File: config.mk
export PLATFORM = sky130hd
export DESIGN_NAME = ccff_chain_loader_flat
export DESIGN_NICKNAME = d
export VERILOG_FILES = /design/src/rtl/ccff_chain_loader_if.sv /design/src/rtl/ccff_chain_loader.sv /design/src/flat_wrapper.sv
export SDC_FILE = /design/constraint.sdc
export NUM_CORES = 1
export LEC_CHECK = 0
export CAP_MARGIN = 5
export CORE_UTILIZATION = 45
export DETAILED_ROUTE_END_ITERATION = 10
export PLACE_DENSITY = 0.83
export SLEW_MARGIN = 10
export SYNTH_ARGS = -nofsm -noshare
export SYNTH_HDL_FRONTEND = slang
export SYNTH_SLANG_ARGS = --single-unit
File: constraint.sdc
create_clock -name prog_clk -period 4.2 [get_ports prog_clk]
set_input_delay 1.26 -clock prog_clk [delete_from_list [all_inputs] [get_ports prog_clk]]
set_output_delay 1.26 -clock prog_clk [all_outputs]
set_load 0.03 [all_outputs]
File: src/rtl/ccff_chain_loader_if.sv
// Word-stream handshake feeding the CCFF chain loader.
// The host drives in_data/in_valid (master); the loader returns in_ready (slave).
interface ccff_chain_loader_if #(
    parameter int WORD_W = 32
) ();
    logic [WORD_W-1:0] in_data;
    logic              in_valid;
    logic              in_ready;

    modport master (
        output in_data,
        output in_valid,
        input  in_ready
    );

    modport slave (
        input  in_data,
        input  in_valid,
        output in_ready
    );
endinterface

File: src/rtl/ccff_chain_loader.sv
// Streams a configuration bitstream LSB-first into the tile CCFF chain on prog_clk.
// Readback verify pass (VERIFY state, comparator, mismatch counters) is built only with CCFF_LOADER_READBACK_EN.
module ccff_chain_loader #(
    parameter int CHAIN_LEN = 1024,
    parameter int WORD_W    = 32
) (
    input  logic                           prog_clk,
    input  logic                           prog_reset,
    input  logic                           start_load,
    input  logic                           start_verify,
    ccff_chain_loader_if.slave             in_if,
    output logic                           ccff_head,
    output logic                           ccff_shift_en,
    input  logic                           ccff_tail,
    output logic                           busy,
    output logic                           done,
    output logic [$clog2(CHAIN_LEN+1)-1:0] bit_count,
    output logic                           verify_err,
    output logic [15:0]                    mismatch_cnt
);
    localparam int CW = $clog2(CHAIN_LEN + 1);
    localparam int RW = $clog2(WORD_W + 1);

`ifdef CCFF_LOADER_READBACK_EN
    typedef enum logic [1:0] {
        S_IDLE   = 2'd0,
        S_LOAD   = 2'd1,
        S_VERIFY = 2'd2,
        S_DONE   = 2'd3
    } state_t;
`else
    typedef enum logic [1:0] {
        S_IDLE = 2'd0,
        S_LOAD = 2'd1,
        S_DONE = 2'd3
    } state_t;
`endif

    state_t              state_q, state_d;
    logic [WORD_W-1:0]   buf_q, buf_d;
    logic [RW-1:0]       rem_q, rem_d;
    logic [CW-1:0]       bit_count_q, bit_count_d;
    logic                done_q, done_d;
    logic                busy_q, busy_d;
    logic                shift_en_q, shift_en_d;
    logic                mis_q, mis_d;
    logic                fin_q, fin_d;
    logic [15:0]         cnt_q, cnt_d;
    logic                err_q, err_d;
    logic                last_s;
    logic                in_ready_s;
    logic                accept_s;
    logic                verify_s;
    logic                verify_next_s;

`ifdef CCFF_LOADER_READBACK_EN
    assign verify_s      = (state_q == S_VERIFY);
    assign verify_next_s = (state_d == S_VERIFY);
`else
    logic start_verify_unused_s;
    assign start_verify_unused_s = start_verify;
    assign verify_s      = 1'b0;
    assign verify_next_s = 1'b0;
`endif

    // The final shift of a pass must not also swallow a new word.
    assign last_s     = (bit_count_q == CW'(CHAIN_LEN - 1));
    assign in_ready_s = busy_q && ((rem_q == {RW{1'b0}}) ||
                                   ((rem_q == RW'(1)) && shift_en_q && !last_s));
    assign accept_s   = in_if.in_valid && in_ready_s;

    // Next-state, buffer, counters and readback bookkeeping
    always_comb begin
        state_d     = state_q;
        buf_d       = buf_q;
        rem_d       = rem_q;
        bit_count_d = bit_count_q;
        done_d      = done_q;
        fin_d       = 1'b0;
        mis_d       = 1'b0;
        cnt_d       = cnt_q;
        err_d       = err_q;

        // Compare result from the previous shift edge lands one cycle later
        if (mis_q) begin
            err_d = 1'b1;
            if (cnt_q != 16'hFFFF) begin
                cnt_d = cnt_q + 16'd1;
            end else begin
                cnt_d = cnt_q;
            end
        end else begin
            err_d = err_q;
        end

        if (fin_q) begin
            done_d = 1'b1;
        end else begin
            done_d = done_q;
        end

        case (state_q)
            S_IDLE, S_DONE: begin
                if (start_load) begin
                    state_d     = S_LOAD;
                    bit_count_d = {CW{1'b0}};
                    done_d      = 1'b0;
                end
`ifdef CCFF_LOADER_READBACK_EN
                else if (start_verify) begin
                    state_d     = S_VERIFY;
                    bit_count_d = {CW{1'b0}};
                    done_d      = 1'b0;
                    cnt_d       = 16'd0;
                    err_d       = 1'b0;
                end
`endif
                else begin
                    state_d = state_q;
                end
            end
`ifdef CCFF_LOADER_READBACK_EN
            S_LOAD, S_VERIFY: begin
`else
            S_LOAD: begin
`endif
                if (shift_en_q) begin
                    buf_d       = buf_q >> 1;
                    rem_d       = rem_q - RW'(1);
                    bit_count_d = bit_count_q + CW'(1);
                    mis_d       = verify_s && (ccff_tail != buf_q[0]);
                    if (last_s) begin
                        state_d = S_DONE;
                        rem_d   = {RW{1'b0}};
                        if (verify_s) begin
                            fin_d = 1'b1;
                        end else begin
                            done_d = 1'b1;
                        end
                    end else begin
                        state_d = state_q;
                    end
                end else begin
                    buf_d = buf_q;
                end
                if (accept_s) begin
                    buf_d = in_if.in_data;
                    rem_d = RW'(WORD_W);
                end else begin
                    rem_d = rem_d;
                end
            end
            default: begin
                state_d = S_IDLE;
            end
        endcase

        busy_d     = (state_d == S_LOAD) || verify_next_s;
        shift_en_d = busy_d && (rem_d != {RW{1'b0}});
    end

    // State and datapath registers with synchronous reset
    always_ff @(posedge prog_clk) begin
        if (prog_reset) begin
            state_q     <= S_IDLE;
            buf_q       <= {WORD_W{1'b0}};
            rem_q       <= {RW{1'b0}};
            bit_count_q <= {CW{1'b0}};
            done_q      <= 1'b0;
            busy_q      <= 1'b0;
            shift_en_q  <= 1'b0;
            mis_q       <= 1'b0;
            fin_q       <= 1'b0;
            cnt_q       <= 16'd0;
            err_q       <= 1'b0;
        end else begin
            state_q     <= state_d;
            buf_q       <= buf_d;
            rem_q       <= rem_d;
            bit_count_q <= bit_count_d;
            done_q      <= done_d;
            busy_q      <= busy_d;
            shift_en_q  <= shift_en_d;
            mis_q       <= mis_d;
            fin_q       <= fin_d;
            cnt_q       <= cnt_d;
            err_q       <= err_d;
        end
    end

    assign in_if.in_ready = in_ready_s;
    assign ccff_head      = buf_q[0];
    assign ccff_shift_en  = shift_en_q;
    assign busy           = busy_q;
    assign done           = done_q;
    assign bit_count      = bit_count_q;
    assign verify_err     = err_q;
    assign mismatch_cnt   = cnt_q;
endmodule

File: src/flat_wrapper.sv
// flat-port wrapper written by rule: the top's interface ports become plain ports
module ccff_chain_loader_flat 
#(
    parameter int CHAIN_LEN = 1024,
    parameter int WORD_W    = 32
)
  (prog_clk, prog_reset, start_load, start_verify, ccff_head, ccff_shift_en, ccff_tail, busy, done, bit_count, verify_err, mismatch_cnt, in_if_in_data, in_if_in_valid, in_if_in_ready);
  ccff_chain_loader_if #(.WORD_W(WORD_W)) in_if_i ();
  input  logic prog_clk;
  input  logic prog_reset;
  input  logic start_load;
  input  logic start_verify;
  output logic ccff_head;
  output logic ccff_shift_en;
  input  logic ccff_tail;
  output logic busy;
  output logic done;
  output logic [$clog2(CHAIN_LEN+1)-1:0] bit_count;
  output logic verify_err;
  output logic [15:0] mismatch_cnt;
  input wire logic [$bits(in_if_i.in_data)-1:0] in_if_in_data;
  input wire logic [$bits(in_if_i.in_valid)-1:0] in_if_in_valid;
  output wire logic [$bits(in_if_i.in_ready)-1:0] in_if_in_ready;
  assign in_if_i.in_data = in_if_in_data;
  assign in_if_i.in_valid = in_if_in_valid;
  assign in_if_in_ready = in_if_i.in_ready;
  ccff_chain_loader #(.CHAIN_LEN(CHAIN_LEN), .WORD_W(WORD_W)) u_core (.prog_clk(prog_clk), .prog_reset(prog_reset), .start_load(start_load), .start_verify(start_verify), .in_if(in_if_i), .ccff_head(ccff_head), .ccff_shift_en(ccff_shift_en), .ccff_tail(ccff_tail), .busy(busy), .done(done), .bit_count(bit_count), .verify_err(verify_err), .mismatch_cnt(mismatch_cnt));
endmodule
==> impl_metrics.csv <==
group,metric,value,unit
status,outcome,"finished, violations left",
die,core-area,0.00642,mm²
critical_path,reg2reg_from,"u_core.state_q[1]",
global_route,grt_pass1_wl,9680,µm
critical_path,end_kind,"primary output",
clocking,cts_resized,0,
clocking,post-cts-setup-buffers,0,
die,rows,29,
global_route,grt_use_total,0.169,
pwr,powerDensity,360,mW/mm²
logic_synthesis,synthDistinctLibCells,49,
global_route,grt_max_degree,42,
sta,finalHoldViolations,0,
logic_synthesis,netlist_area,0.00301,mm²
final_layout,antenna_cells,0,
logic_synthesis,syn_avg_cell_area,9.72,µm²
placed_design,place_area,0.00346,mm²
critical_path,worstPathRequired,2.94,ns
routing,drcViolationCount,14,
logic_synthesis,synthCells,310,
status,violations,"DRC",
clocking,path_clk_slew,0.10,ns
sta,min_period,3.71,ns
placed_design,gp_congestion,0.841,
routing,wl_per_cell,13.6,µm
die,die_area,0.00703,mm²
critical_path,endpoint,"in_if_in_ready",
sta,finalHoldWorstSlack,0.490,ns
sta,max_freq,270,MHz
die,dieHeight,83.8,µm
global_route,gr-total-overflow,0,
die,num_io_pins,71,
logic_synthesis,synth.ff_latch_count,54,
final_layout,final_cell_area,0.00358,mm²
global_route,antenna_found_initial,0,
critical_path,worstReg2RegEnd,"u_core.bit_count[5]",
final_layout,syn2layout_area_growth,18.7,%
clocking,clock_latency,0.32,ns
logic_synthesis,yosysSeqAreaShare,0.359,
routing,postRouteAntennaNets,0,
clocking,cts_root_buf,"clkbuf_8",
global_route,grt_pass1_vias,2126,
clocking,h-tree-depth,2,
sta,setup_viol,0,
die,start_util,0.469,
clocking,clock-sinks,54,
routing,via_per_inst,5.35,
sta,fin_crit_sh,0.883,
placed_design,portBuffers,51,
critical_path,startpoint,"u_core.bit_count[0]",
final_layout,drive_above_1_share,0.155,
pwr,peakVddDrop,148,µV
critical_path,crit_type,"reg2out",
worst_hold_path,hold_path_class,"reg2reg",
clocking,clock_path_buffers,2,
routing,drt-initial-drc-count,67,
critical_path,critPathLaunchType,"flip-flop",
critical_path,cp.arrival,2.45,ns
flow_run,maxCapViolCount,0,
critical_path,rr_worst_depth,7,
sta,finClkSkew,0.0123,ns
logic_synthesis,ys_warn_count,0,
pwr,leakagePower,1.17,nW
placed_design,dp_hpwl,4140,µm
die,die_x,83.8,µm
clocking,cts_buffers,5,
sta,rsz0062_at_grt,"false",
sta,slew_headroom,0.559,
clocking,hold_buffers,0,
sta,tightest_slew,0.657,ns
routing,wl,5850,µm
routing,num_vias,2305,
sta,setup_tns,0,ns
routing,firstDrtPassIters,7,
sta,slew_violations,0,
clocking,cts_tree,"done",
final_layout,fin_nets,397,
final_layout,fill_cells,576,
critical_path,path_max_fanout,5,
critical_path,regToRegSetupSlack,1.90,ns
final_layout,fin_util,0.557,
-- placed cells by master (no fill, tap or decap), types with 7 or more instances in the layout --
cell type and n:
nand2_1 7, clkdlybuf4s50_1 50, dfxtp_1 54, mux2i_1 32
a21oi_1 12, a211oi_2 31, conb_1 17, xnor2_1 8
nor2_1 51, nand3_1 7, inv_1 12
-- synth_stat cells (all sizes together) --
master / n / share of area
a2111o: 1 / 0.0037
a211o: 1 / 0.0029
a211oi: 33 / 0.13
a21oi: 12 / 0.020
a221oi: 1 / 0.0029
a311oi: 1 / 0.0029
a32o: 2 / 0.0066
a41oi: 1 / 0.0029
and2: 1 / 0.0021
and3: 1 / 0.0025
buf: 28 / 0.079
clkbuf: 7 / 0.0087
conb: 1 / 0.0012
dfxtp: 54 / 0.36
ha: 6 / 0.025
inv: 12 / 0.015
mux2i: 32 / 0.11
nand2: 7 / 0.0087
nand2b: 6 / 0.012
nand3: 7 / 0.012
nand3b: 2 / 0.0050
nand4: 3 / 0.011
nand4b: 2 / 0.0079
nor2: 52 / 0.067
nor2b: 3 / 0.0062
nor3: 6 / 0.015
nor3b: 1 / 0.0025
nor4: 2 / 0.0091
nor4b: 1 / 0.0029
o211a: 1 / 0.0058
o21ai: 5 / 0.0083
o22ai: 1 / 0.0021
o31a: 1 / 0.0029
o31ai: 4 / 0.013
or3: 2 / 0.0046
xnor2: 8 / 0.023
xor2: 2 / 0.0058
-- metrics by stage --
step / worst slack, ns / std cells / power [mW]
final: 0.490 / 431 / 1.29
after global routing: 0.359 / 431 / 1.36
after CTS: 0.512 / 431 / 1.30
after detailed placement: 0.885 / 423 / 0.948
after global placement: 0.912 / 423 / 0.935
after floorplan: 1.29 / 326 / 0.882
-- metal layers --
layer,global-route usage,vias to the layer above,share of wire
li1,-,1150,-
met1,0.216,1089,0.46
met2,0.283,60,0.47
met3,0.0376,6,0.051
met4,0.0517,0,0.011
met5,0,-,0
-- critical path: stages (launching register included) --
cell and delay, ns:
dfxtp_1 0.42, ha_1 0.28, nand3b_1 0.16, nor4_4 0.48, nor3_1 0.17, clkdlybuf4s50_1 0.63
-- layout make-up --
class	instances	area [µm²]	area share
Inverter	12	45.0	0.0126
Sequential cell	54	1080	0.302
Timing Repair Buffer	55	548	0.153
Clock buffer	5	68.8	0.0192
Clock inverter	3	45.0	0.0126
Tap cell	77	96.3	0.0269
Multi-Input combinational cell	225	1690	0.473
-- worst min path at each step --
stage | from | endpoint | slack, ns | cells past startpoint
after floorplan | u_core.buf_q[31] | u_core.buf_q[31] | 0.44 | 2
after global placement | u_core.buf_q[31] | u_core.buf_q[31] | 0.46 | 2
after detailed placement | u_core.buf_q[31] | u_core.buf_q[31] | 0.47 | 2
after CTS | u_core.buf_q[31] | u_core.buf_q[31] | 0.49 | 2
after global routing | u_core.buf_q[31] | u_core.buf_q[31] | 0.51 | 2
final | u_core.buf_q[31] | u_core.buf_q[31] | 0.49 | 2
-- cells by family (layout without fill, tap and decap cells) --
kind of cell / count (synthesis) / in the layout / share of synthesized area
AOI/OAI and AO/OA: 64 / 64 / 0.208
xor gates and xnor gates: 10 / 10 / 0.0291
other: 1 / 17 / 0.00124
buffers and inverters: 47 / 75 / 0.103
adders and majority gates: 6 / 6 / 0.0249
and+or+nand+nor: 96 / 96 / 0.169
muxes: 32 / 32 / 0.106
DFF: 54 / 54 / 0.359
-- flip-flops by register name, summed over array words and instances, names as in the netlist --
name	count
u_core.ccff_shift_en	1
u_core.busy	1
u_core.done	1
u_core.bit_count	11
u_core.buf_q	32
u_core.rem_q	6
u_core.state_q	2
-- report_power, final --
part           leakage, nW  internal (mW)  switching, mW
combinational        0.679          0.151          0.199
clock               0.0504          0.177          0.175
sequential           0.438          0.554         0.0297
total                 1.17          0.883          0.404
(Power assumes the default switching activity.)
